## config.mk

```make
export PLATFORM = sky130hd
export DESIGN_NAME = mpm_wport_feeder
export DESIGN_NICKNAME = d
export VERILOG_FILES = /design/src/rtl/mpm_wport_feeder.sv
export SDC_FILE = /design/constraint.sdc
export NUM_CORES = 1
export LEC_CHECK = 0
export BUFFER_PORTS_ARGS = -buffer_cell sky130_fd_sc_hd__buf_2
export CAP_MARGIN = 20
export CORE_UTILIZATION = 45
export CTS_CLUSTER_DIAMETER = 80
export CTS_CLUSTER_SIZE = 16
export DETAILED_ROUTE_END_ITERATION = 8
export HOLD_SLACK_MARGIN = 0.1
export PLACE_DENSITY = 0.69
export RECOVER_POWER = 100
export SYNTH_ARGS = -nofsm -noshare
export SYNTH_HDL_FRONTEND = slang
export SYNTH_SLANG_ARGS = --single-unit
```

## constraint.sdc

```tcl
create_clock -name clk_core_i -period 2.4 [get_ports clk_core_i]
set_clock_uncertainty 0.15 [all_clocks]
set_input_delay 0.48 -clock clk_core_i [delete_from_list [all_inputs] [get_ports clk_core_i]]
set_output_delay 0.48 -clock clk_core_i [all_outputs]
set_load 0.05 [all_outputs]
```

## src/rtl/mpm_wport_feeder.sv

```systemverilog
// mpm_wport_feeder: write-side feeder for one MPM write port.
// Takes a packet word stream, prefetches one free page, drives the MPM
// write port with per-word page addresses, builds the page chain in the
// linked-list memory and reports each finished packet (start page, length).
module mpm_wport_feeder #(
  parameter int g_data_width      = 18,
  parameter int g_page_size       = 64,
  parameter int g_page_addr_width = 10
) (
  input  logic                         clk_core_i,
  input  logic                         rst_n_i,
  input  logic [g_data_width-1:0]      snk_data_i,
  input  logic                         snk_valid_i,
  input  logic                         snk_sop_i,
  input  logic                         snk_eop_i,
  output logic                         snk_ready_o,
  output logic                         alloc_req_o,
  input  logic                         alloc_done_i,
  input  logic [g_page_addr_width-1:0] alloc_pg_i,
  output logic [g_data_width-1:0]      mpm_d_o,
  output logic                         mpm_dvalid_o,
  output logic                         mpm_dlast_o,
  output logic [g_page_addr_width-1:0] mpm_pg_addr_o,
  input  logic                         mpm_dreq_i,
  input  logic                         mpm_pg_req_i,
  output logic                         ll_wr_o,
  output logic [g_page_addr_width-1:0] ll_addr_o,
  output logic [g_page_addr_width:0]   ll_data_o,
  output logic                         pck_valid_o,
  output logic [g_page_addr_width-1:0] pck_pg_o,
  output logic [15:0]                  pck_words_o,
  output logic                         err_o
);

  localparam int AW = g_page_addr_width;
  localparam int CW = $clog2(g_page_size + 1);
  localparam logic [CW-1:0] PageSize = CW'(g_page_size);
  localparam logic [CW-1:0] OneWord  = CW'(1);

  typedef enum logic {IDLE = 1'b0, PCK = 1'b1} state_t;

  state_t                  state_q, state_d;
  logic                    slot_full_q, slot_full_d;
  logic [AW-1:0]           slot_pg_q, slot_pg_d;
  logic                    alloc_req_q;
  logic [AW-1:0]           cur_pg_q, cur_pg_d;
  logic [AW-1:0]           start_pg_q, start_pg_d;
  logic [CW-1:0]           wcnt_q, wcnt_d;
  logic [15:0]             words_q, words_d;
  logic [AW-1:0]           done_pg_q;
  logic [15:0]             done_words_q;
  logic [g_data_width-1:0] d_q;
  logic                    dvalid_q, dlast_q, pgend_q;
  logic [AW-1:0]           pg_q;
  logic                    ll_wr_q;
  logic [AW-1:0]           ll_addr_q;
  logic [AW:0]             ll_data_q;
  logic                    eop_pend_q;
  logic [AW-1:0]           eop_addr_q;
  logic [AW:0]             eop_data_q;
  logic                    pck_valid_q;
  logic [AW-1:0]           pck_pg_q;
  logic [15:0]             pck_words_q;
  logic                    err_q, err_d;

  logic          free, xfer, page_full, need_page, ready, accept;
  logic          in_idle, start_acc, body_acc, switch_pg, take_slot, load_word, eop_acc;
  logic [AW-1:0] word_pg;

  // Handshake decode: where the incoming word goes and whether it may enter now
  always_comb begin
    free      = ~dvalid_q | mpm_dreq_i;
    xfer      = dvalid_q & mpm_dreq_i;
    in_idle   = (state_q == IDLE);
    page_full = (wcnt_q == PageSize);
    need_page = in_idle | page_full;
    ready     = rst_n_i & free & (need_page ? slot_full_q : 1'b1);
    accept    = snk_valid_i & ready;
    start_acc = accept & in_idle & snk_sop_i;
    body_acc  = accept & ~in_idle;
    switch_pg = body_acc & page_full;
    take_slot = start_acc | switch_pg;
    load_word = start_acc | body_acc;
    eop_acc   = load_word & snk_eop_i;
    word_pg   = take_slot ? slot_pg_q : cur_pg_q;
  end

  // Next-state for packet tracking, prefetch slot and the sticky error flag
  always_comb begin
    state_d    = state_q;
    cur_pg_d   = cur_pg_q;
    start_pg_d = start_pg_q;
    wcnt_d     = wcnt_q;
    words_d    = words_q;
    slot_full_d = slot_full_q;
    slot_pg_d   = slot_pg_q;
    if (start_acc) begin
      start_pg_d = slot_pg_q;
      cur_pg_d   = slot_pg_q;
      wcnt_d     = OneWord;
      words_d    = 16'd1;
      state_d    = snk_eop_i ? IDLE : PCK;
    end else if (body_acc) begin
      if (page_full) begin
        cur_pg_d = slot_pg_q;
        wcnt_d   = OneWord;
      end else begin
        wcnt_d = wcnt_q + OneWord;
      end
      if (words_q != 16'hFFFF) words_d = words_q + 16'd1;
      if (snk_eop_i) state_d = IDLE;
    end
    if (take_slot) slot_full_d = 1'b0;
    if (alloc_done_i & ~slot_full_q) begin
      slot_full_d = 1'b1;
      slot_pg_d   = alloc_pg_i;
    end
    err_d = err_q
          | (alloc_done_i & slot_full_q)
          | (accept & in_idle & ~snk_sop_i)
          | (body_acc & snk_sop_i)
          | (mpm_pg_req_i & ~(xfer & (pgend_q | dlast_q)));
  end

  // Prefetch slot: keep one free page ready, requesting whenever the slot is empty
  always_ff @(posedge clk_core_i) begin
    if (!rst_n_i) begin
      slot_full_q <= 1'b0;
      slot_pg_q   <= '0;
      alloc_req_q <= 1'b0;
    end else begin
      slot_full_q <= slot_full_d;
      slot_pg_q   <= slot_pg_d;
      alloc_req_q <= ~slot_full_d;
    end
  end

  // Packet FSM with page word counter, length counter and completion snapshot
  always_ff @(posedge clk_core_i) begin
    if (!rst_n_i) begin
      state_q      <= IDLE;
      cur_pg_q     <= '0;
      start_pg_q   <= '0;
      wcnt_q       <= '0;
      words_q      <= '0;
      done_pg_q    <= '0;
      done_words_q <= '0;
    end else begin
      state_q    <= state_d;
      cur_pg_q   <= cur_pg_d;
      start_pg_q <= start_pg_d;
      wcnt_q     <= wcnt_d;
      words_q    <= words_d;
      if (eop_acc) begin
        done_pg_q    <= start_pg_d;
        done_words_q <= words_d;
      end
    end
  end

  // One-deep MPM output register; a word is held until the MPM takes it
  always_ff @(posedge clk_core_i) begin
    if (!rst_n_i) begin
      d_q      <= '0;
      dvalid_q <= 1'b0;
      dlast_q  <= 1'b0;
      pgend_q  <= 1'b0;
      pg_q     <= '0;
    end else if (load_word) begin
      d_q      <= snk_data_i;
      dvalid_q <= 1'b1;
      dlast_q  <= snk_eop_i;
      pgend_q  <= (wcnt_d == PageSize);
      pg_q     <= word_pg;
    end else if (xfer) begin
      dvalid_q <= 1'b0;
      dlast_q  <= 1'b0;
      pgend_q  <= 1'b0;
    end
  end

  // Linked-list writer; an eop write colliding with a page-switch write waits one cycle
  always_ff @(posedge clk_core_i) begin
    if (!rst_n_i) begin
      ll_wr_q    <= 1'b0;
      ll_addr_q  <= '0;
      ll_data_q  <= '0;
      eop_pend_q <= 1'b0;
      eop_addr_q <= '0;
      eop_data_q <= '0;
    end else begin
      ll_wr_q <= 1'b0;
      if (eop_pend_q) begin
        ll_wr_q    <= 1'b1;
        ll_addr_q  <= eop_addr_q;
        ll_data_q  <= eop_data_q;
        eop_pend_q <= 1'b0;
      end else if (switch_pg) begin
        ll_wr_q   <= 1'b1;
        ll_addr_q <= cur_pg_q;
        ll_data_q <= {1'b0, slot_pg_q};
        if (snk_eop_i) begin
          eop_pend_q <= 1'b1;
          eop_addr_q <= slot_pg_q;
          eop_data_q <= {1'b1, AW'(wcnt_d)};
        end
      end else if (eop_acc) begin
        ll_wr_q   <= 1'b1;
        ll_addr_q <= word_pg;
        ll_data_q <= {1'b1, AW'(wcnt_d)};
      end
    end
  end

  // Completion pulse after the eop word leaves, plus the sticky error flag
  always_ff @(posedge clk_core_i) begin
    if (!rst_n_i) begin
      pck_valid_q <= 1'b0;
      pck_pg_q    <= '0;
      pck_words_q <= '0;
      err_q       <= 1'b0;
    end else begin
      pck_valid_q <= xfer & dlast_q;
      if (xfer & dlast_q) begin
        pck_pg_q    <= done_pg_q;
        pck_words_q <= done_words_q;
      end
      err_q <= err_d;
    end
  end

  assign snk_ready_o   = ready;
  assign alloc_req_o   = alloc_req_q;
  assign mpm_d_o       = d_q;
  assign mpm_dvalid_o  = dvalid_q;
  assign mpm_dlast_o   = dlast_q;
  assign mpm_pg_addr_o = pg_q;
  assign ll_wr_o       = ll_wr_q;
  assign ll_addr_o     = ll_addr_q;
  assign ll_data_o     = ll_data_q;
  assign pck_valid_o   = pck_valid_q;
  assign pck_pg_o      = pck_pg_q;
  assign pck_words_o   = pck_words_q;
  assign err_o         = err_q;

endmodule

```

==> results.yml, run 1 <==
min_path:
  hold_depth: 3
  hold-path-endpoint: "mpm_d_o[10]"
  worstHoldStart: "snk_data_i[10]"
  holdCritPathClass: "primary input to flop"
final_layout:
  syn2layout_area_growth_pct: 24.6
  drive_gt1_frac: 0.152
  stdcell_count: 1161
  diodes: 0
  nFillCells: 1437
  fin_nets: 1000
drt:
  postRouteAntennaNets: 0
  wl_um: 17500
  drtPass1Iterations: 5
  drt-vias-per-instance: 5.35
  vias: 6212
  wl_per_cell_um: 15.0
  drc: 0
  drt-initial-drc-count: 485
critical_path:
  cp_max_fo: 2
  worstPathRequired_ns: 1.77
  worst_ep_arrival_time_ns: 1.72
  start_kind: "flop"
  r2r_slack_ns: 0.05
  critPathCaptureType: "primary output"
  reg2reg_depth: 9
  r2r_start: "wcnt_q[2]"
  crit_type: "flop to primary output"
  r2r_end: "eop_addr_q[4]"
logic_synthesis:
  synth_fp_nets: 859
  synth_edf_count: 0
  async_reset_ff_frac: 0
  ys_seq_elements: 182
  synthCells: 820
  ys.warnings.count: 0
  synth_cell_type_count: 56
  synth_area_per_cell_um2: 8.53
  synth_area_leaders: "dfxtp_1 52%, nand2_1 11%, a21oi_1 6.5%"
  yosysSeqAreaShare: 0.521
  synth.largest_area_cell: "dfxtp_1"
  ys.flop_type: "dfxtp_1"
  synth_top_area_share: 0.521
  syn_area_um2: 6990
timing:
  setup_viol: 0
  min_period_over_period: 0.979
  whs_ns: 0.134
  maxSlewViolCount: 0
  relSlewSlack: 0.494
  max_freq_mhz: 425
  worst_pin_slew_ns: 0.760
  fin_crit_ns: 2.35
  hold_viol_final: 0
global_route:
  grt_pass1_vias: 5643
  grt_usage: 0.220
  overflow: 0
  grt_antenna_before_repair: 0
  grt_max_degree: 74
  grt_pass1_wl_um: 27800
placed_design:
  dp.cells: 1124
  dp_hpwl_um: 11900
  place.gp.congestion: 0.873
  portBuffers: 117
clocking:
  cts_sinks: 182
  clock_latency_ns: 0.43
  cts_tree: "yes"
  ctsLongestPathBuffers: 2
  htreeDepth: 4
  clkSlewWorstSetupHoldPaths_ns: 0.07
  cts_root_buf: "clkbuf_16"
  cts_buffers: 17
floorplanning:
  core_um2: 15200
  die_x_um: 127
  ios: 118
  start_util: 0.460
  dieArea_um2: 16000
  fp.dieH_um: 127
  num_rows: 45
pwr:
  peakVddDrop_mv: 0.503
  power_density_nw_per_um2: 733
  leakagePower_nw: 3.33
status:
  status: "complete, no violations"
job:
  cap_violations: 0
worst max path at each step:
| stage | from | to | slack (ns) | depth (start not counted) |
|---|---|---|---|---|
| final | wcnt_q[2] | snk_ready_o | 0.05 | 6 |
| after global routing | wcnt_q[2] | eop_addr_q[3] | -0.02 | 9 |
| after CTS | wcnt_q[4] | snk_ready_o | 0.002 | 5 |
| after detailed placement | mpm_dreq_i | pgend_q | 0.002 | 8 |
| after global placement | mpm_dreq_i | eop_addr_q[2] | 0.05 | 9 |
| after floorplan | wcnt_q[1] | done_words_q[6] | 0.01 | 9 |
final cells by class:
| class | count | area, um2 | area share |
|---|---|---|---|
| Clock buffer | 17 | 425 | 0.0488 |
| Clock inverter | 14 | 201 | 0.0231 |
| Inverter | 10 | 51.3 | 0.00589 |
| Multi-Input combinational cell | 573 | 3110 | 0.357 |
| Sequential cell | 182 | 3650 | 0.419 |
| Tap cell | 188 | 235 | 0.0270 |
| Timing Repair Buffer | 177 | 1040 | 0.119 |
stage by stage:
stage	cell area, um2	setup TNS, ns	utilization	total power, mW	setup WS, ns
final	8710	0	0.573	6.38	0.0497
after global routing	8710	-0.0407	0.573	6.57	-0.0219
after CTS	8750	0	0.575	6.42	0.00172
after detailed placement	8100	0	0.533	3.49	0.00244
after global placement	8100	0	0.533	3.49	0.0462
after floorplan	7000	0	-	3.35	0.0100
placed cells by master, fill, tap and decap left out, types with 13 or more instances in the layout:
| cell | Yosys | routed |
|---|---|---|
| buf_4 | 0 | 41 |
| nand2_1 | 211 | 211 |
| buf_2 | 10 | 34 |
| clkbuf_1 | 35 | 86 |
| dfxtp_1 | 182 | 177 |
| clkbuf_16 | 0 | 17 |
| a21oi_1 | 91 | 88 |
| mux2i_1 | 24 | 24 |
| nor2_1 | 44 | 43 |
| a211oi_1 | 14 | 14 |
| o22a_1 | 23 | 23 |
| o21ai_0 | 24 | 24 |
| nand3_1 | 31 | 30 |
| and3_1 | 13 | 13 |
metal layers:
metal,routed length (um),vias to the layer above,part of all wire,global-route usage
met3,789,15,0.045,0.0439
met1,8250,2960,0.47,0.297
li1,-,3094,-,-
met4,231,0,0.013,0.0735
met2,8190,143,0.47,0.352
met5,0,-,0,0
worst max-delay path, cell delays in order, from the launching register on:
cell and delay, ns:
dfxtp_2 0.33, nor4_4 0.33, buf_4 0.18, nand3_4 0.07
a21oi_2 0.15, nor3_2 0.07, buf_6 0.15
Yosys cell counts, types with 10 or more instances:
| cell | number |
|---|---|
| nand2_1 | 211 |
| dfxtp_1 | 182 |
| a21oi_1 | 91 |
| nor2_1 | 44 |
| clkbuf_1 | 35 |
| nand3_1 | 31 |
| mux2i_1 | 24 |
| o21ai_0 | 24 |
| o22a_1 | 23 |
| a211oi_1 | 14 |
| and3_1 | 13 |
| nand4_1 | 11 |
| buf_2 | 10 |
flip-flops by register name, indices dropped and copies added (netlist names), 7 cells and up:
name	flops
cur_pg_q	10
done_pg_q	10
done_words_q	16
eop_addr_q	10
eop_data_q	8
ll_addr_o	10
ll_data_o	11
mpm_d_o	18
mpm_pg_addr_o	10
pck_pg_o	10
pck_words_o	16
slot_pg_q	10
start_pg_q	10
wcnt_q	7
words_q	16
where the power goes:
group          internal, mW  switching, mW
sequential             3.06         0.0414
clock                  1.75           1.21
combinational         0.106          0.211
total                  4.92           1.46
what timing repair did:
item,in CTS,in global routing
setup buffers,2,4
endpoints found under the setup margin,1,56
gates resized for setup,3,18
pin swaps,2,9
hold buffers,0,0
cell families after synthesis:
kind of cell             after synthesis  synth area share
AO/OA/AOI/OAI                        174             0.152
XOR/XNOR                              11            0.0138
adder cells (fa/ha/maj)                3           0.00537
buffers and inverters                 65            0.0412
flip-flops                           182             0.521
multiplexers                          24            0.0344
AND/OR/NAND/NOR                      361             0.232
Power figures use the tool's default switching activity.
==> run 2: changes to the inputs <==
--- a/config.mk
+++ b/config.mk
@@ -13,5 +13,5 @@
 export DETAILED_ROUTE_END_ITERATION = 8
 export HOLD_SLACK_MARGIN = 0.1
-export PLACE_DENSITY = 0.69
+export PLACE_DENSITY = 0.66
 export RECOVER_POWER = 100
 export SYNTH_ARGS = -nofsm -noshare
==> constraint.sdc (replaced) <==
create_clock -name clk_core_i -period 2.6 [get_ports clk_core_i]
set_clock_uncertainty 0.15 [all_clocks]
set_input_delay 0.26 -clock clk_core_i [delete_from_list [all_inputs] [get_ports clk_core_i]]
set_output_delay 0.26 -clock clk_core_i [all_outputs]
set_load 0.05 [all_outputs]
==> results.yml, run 2 (synthesis gave the netlist of run 1 again) <==
status:
  status: "complete, no violations"
clocking:
  clock_latency_ns: 0.43
  htreeDepth: 4
  cts_buffers: 17
  clkSlewWorstSetupHoldPaths_ns: 0.06
  ctsLongestPathBuffers: 2
  cts_sinks: 182
  post-cts-setup-buffers: 0
  cts_root_buf: "clkbuf_16"
  cts_tree: "yes"
placed_design:
  dp_hpwl_um: 11600
  place.gp.congestion: 0.833
  dp_slack_ns: 0.147
  portBuffers: 117
critical_path:
  crit_path_cell_trace: "inv_1, ha_1, and3b_1, and2_4, or4b_4, or3_1, a21oi_1, o22a_1"
  cp_max_fo: 9
  r2r_start: "wcnt_q[0]"
  critPathCaptureType: "flop"
  startpoint: "wcnt_q[0]"
  slowest_stage: "or4b_4"
  start_kind: "flop"
  cpPeakStageDelay_ns: 0.57
  reg2reg_depth: 8
  r2r_slack_ns: 0.12
  cp.depth: 8
  r2r_end: "done_words_q[8]"
  crit_end: "done_words_q[8]"
  crit_type: "flop to flop"
  critical-path-top-delay-family: "simple AND/OR/NAND/NOR gates"
  path_buf_inv: 1
  worstPathRequired_ns: 2.82
  worst_ep_arrival_time_ns: 2.70
pwr:
  power_density_nw_per_um2: 653
  peakVddDrop_mv: 0.473
  leakagePower_nw: 3.23
drt:
  drc: 0
  postRouteAntennaNets: 0
  wl_um: 17400
  drtPass1Iterations: 4
  wl_per_cell_um: 14.9
  drt-initial-drc-count: 426
  vias: 6147
  drt-vias-per-instance: 5.26
final_layout:
  final_cell_mix: "211 x nand2_1, 182 x dfxtp_1, 98 x clkbuf_1, 92 x a21oi_1, 43 x nor2_1"
  fin_nets: 1008
  final_common_cell: "nand2_1"
  nFillCells: 1472
  syn2layout_area_growth_pct: 22.5
  diodes: 0
  largest_register_ffs: 18
  drive_gt1_frac: 0.0980
floorplanning:
  ios: 118
  dieArea_um2: 16000
  die_x_um: 127
  num_rows: 45
  core_um2: 15200
  fp.dieH_um: 127
  start_util: 0.460
timing:
  relSlewSlack: 0.238
  setup_viol: 0
  maxSlewViolCount: 0
  min_period_over_period: 0.954
  tns_ns: 0
  fin_crit_ns: 2.48
  whs_ns: 0.215
  max_freq_mhz: 403
  hold_viol_final: 0
  rsz0062_at_grt: "false"
  setup_slack_ns: 0.120
  worst_pin_slew_ns: 1.14
global_route:
  overflow: 0
  grt_max_degree: 95
  grt_antenna_before_repair: 0
  grt_pass1_wl_um: 28400
  grt_pass1_vias: 5759
  grt_usage: 0.224
job:
  cap_violations: 0
min_path:
  holdCritPathClass: "primary input to flop"
[run 2: metrics by stage]
step	area [um2]	utilization	total power, mW	instances
after floorplan	6990	-	3.09	820
after global placement	7850	0.516	3.20	1104
after detailed placement	7850	0.516	3.20	1104
after CTS	8740	0.575	5.65	1168
after global routing	8570	0.564	5.78	1168
final	8570	0.564	5.60	1168
[run 2: worst min-delay path by stage]
stage	startpoint	slack, ns	cells after the start	end
2_1_floorplan	alloc_pg_i[6]	0.25	2	slot_pg_q[6]
3_3_place_gp	eop_data_q[10]	0.28	2	eop_data_q[10]
3_5_place_dp	eop_data_q[0]	0.29	2	eop_data_q[0]
4_1_cts	rst_n_i	0.20	4	eop_data_q[0]
5_1_grt	rst_n_i	0.25	4	eop_addr_q[6]
6_report	rst_n_i	0.21	4	eop_data_q[0]
[run 2: timing repair]
item	4_1_cts	5_1_grt
endpoints found under the setup margin	0	2
resized for setup	0	3
endpoints found under the hold margin	35	0
hold buffers	34	0
[run 2: per-layer routing]
metal  GRT usage  up-vias  wire length [um]  part of all wire
li1            -     3109                 -                 -
met1       0.297     2876              8300              0.48
met2       0.364      144              8130              0.47
met3      0.0515       18               736             0.042
met4      0.0658        0               231             0.013
met5           0        -                 0                 0
[run 2: worst register-to-register path, delay by kind of cell (launching register included)]
| kind | cells | cell delay, ns |
|---|---|---|
| and+or+nand+nor | 4 | 1.28 |
| DFF | 1 | 0.39 |
| AOI/OAI and AO/OA | 2 | 0.32 |
| adders and majority gates | 1 | 0.23 |
| buffers and inverters | 1 | 0.06 |
[run 2: cell type report]
class | count | area (um2) | share of cell area
sequential | 182 | 3640 | 0.425
multi-input combinational | 573 | 3070 | 0.358
timing repair buffer | 185 | 1040 | 0.121
clock buffer | 20 | 437 | 0.0510
tap | 188 | 235 | 0.0274
clock inverter | 10 | 109 | 0.0127
inverter | 10 | 40.0 | 0.00467
[run 2: power breakdown]
| part | leakage [nW] | switching (mW) | internal (mW) |
|---|---|---|---|
| clock network | 0.265 | 1.03 | 1.40 |
| logic | 1.50 | 0.198 | 0.112 |
| registers | 1.47 | 0.0360 | 2.82 |
| total | 3.23 | 1.27 | 4.33 |
==> run 3: changes to the inputs <==
MAX_ROUTING_LAYER = met4   (was not set)
PLACE_DENSITY = 0.69   (was 0.66)
clock period = 2.2 ns   (was 2.6 ns; I/O delays follow)
==> results.yml, run 3 (synthesis gave the netlist of run 1 again) <==
floorplanning:
  dieArea_um2: 16000
  die_x_um: 127
  num_rows: 45
  start_util: 0.460
  core_um2: 15200
  ios: 118
  fp.dieH_um: 127
clocking:
  cts_tree: "yes"
  ctsLongestPathBuffers: 2
  cts_buffers: 17
  cts_sinks: 182
  cts_root_buf: "clkbuf_16"
  htreeDepth: 4
  clock_latency_ns: 0.43
  clkSlewWorstSetupHoldPaths_ns: 0.07
critical_path:
  cp_max_fo: 5
  worstPathRequired_ns: 2.42
  slowest_stage: "or4b_4"
  crit_type: "flop to flop"
  start_kind: "flop"
  critPathCaptureType: "flop"
  r2r_start: "wcnt_q[1]"
  worst_ep_arrival_time_ns: 2.49
  startpoint: "wcnt_q[1]"
  cpPeakStageDelay_ns: 0.56
  crit_path_cell_trace: "inv_2, ha_4, and3b_1, and2_4, or4b_4, or3_4, a21oi_4, o22a_1"
global_route:
  gr-usage-met1: 0.294
  overflow: 0
  grt_usage: 0.232
  grt_pass1_wl_um: 28700
  grt_use_met3: 0.0523
  use_met2: 0.368
  grt_max_degree: 94
  grt_pass1_vias: 5921
  busiest_layer: "met2"
  grt_antenna_before_repair: 0
final_layout:
  diodes: 0
  final_cell_mix: "205 x nand2_1, 173 x dfxtp_1, 85 x a21oi_1, 83 x clkbuf_1, 45 x buf_4"
  stdcell_count: 1201
  largest_register_ffs: 18
  nFillCells: 1300
  fin_nets: 1039
  drive_gt1_frac: 0.212
  final_common_cell: "nand2_1"
  syn2layout_area_growth_pct: 35.4
timing:
  maxSlewViolCount: 0
  fin_crit_ns: 2.27
  hold_viol_final: 0
  max_freq_mhz: 441
  min_period_over_period: 1.03
  worst_pin_slew_ns: 0.646
  tns_ns: -0.0904
  rsz0062_at_grt: "true"
  setup_slack_ns: -0.0684
  whs_ns: 0.199
  relSlewSlack: 0.571
  setup_viol: 2
drt:
  wl_um: 18200
  drt-initial-drc-count: 291
  drtPass1Iterations: 5
  wl_per_cell_um: 15.2
  vias: 6416
  drt-vias-per-instance: 5.34
  drc: 0
  postRouteAntennaNets: 0
min_path:
  worstHoldStart: "snk_valid_i"
  holdCritPathClass: "primary input to flop"
placed_design:
  portBuffers: 117
  dp_slack_ns: -0.0813
  dp.cells: 1125
  place.gp.congestion: 0.865
  dp_hpwl_um: 11800
job:
  cap_violations: 0
pwr:
  peakVddDrop_mv: 0.539
  leakagePower_nw: 3.59
  power_density_nw_per_um2: 730
  finalPower_mw: 6.91
status:
  violations: "negative setup slack"
  status: "finished with violations"
==> run 3: per-stage QoR <==
| stage | util | area [um2] |
|---|---|---|
| 4_1_cts | 0.597 | 9070 |
| 6_report | 0.623 | 9470 |
| 5_1_grt | 0.623 | 9470 |
| 2_1_floorplan | - | 7070 |
| 3_3_place_gp | 0.534 | 8110 |
| 3_5_place_dp | 0.534 | 8110 |
==> run 3: power by group <==
part	internal [mW]	total (mW)	switching [mW]
logic	0.168	0.418	0.251
clock network	1.80	3.11	1.31
registers	3.34	3.39	0.0506
==> run 3: repair_timing <==
item	4_1_cts	5_1_grt
gates cloned	0	4
endpoints found under the hold margin	36	0
pin swaps	2	23
resized for setup	5	95
hold buffers	33	0
buffers inserted	0	7
setup endpoints to repair	27	89
==> run 3: layout make-up <==
type | instances | area [um2] | area share
sequential | 182 | 3660 | 0.386
multi-input combinational | 574 | 3490 | 0.369
timing repair buffer | 215 | 1430 | 0.151
clock buffer | 18 | 429 | 0.0453
tap | 188 | 235 | 0.0248
clock inverter | 14 | 175 | 0.0185
inverter | 10 | 46.3 | 0.00489
==> run 3: worst paths after layout <==
kind | endpoint | slack (ns) | cells past startpoint
worst max register to register | done_words_q[8] | -0.07 | 8
worst min-delay path | err_o | 0.20 | 4
worst min register to register | eop_data_q[10] | 0.30 | 2
worst max-delay path | done_words_q[8] | -0.07 | 8
==> run 3: metal layers <==
metal,routed length (um),share of wire
met4,295,0.016
met5,0,0
met1,8450,0.46
met2,8660,0.48
met3,793,0.044
==> run 3: critical path, delay by kind of cell, from the launching register on <==
kind	cells	cell delay, ns
AO/OA/AOI/OAI	2	0.29
adder cells (fa/ha/maj)	1	0.15
buffers and inverters	1	0.05
flip-flops	1	0.34
AND/OR/NAND/NOR	4	1.24
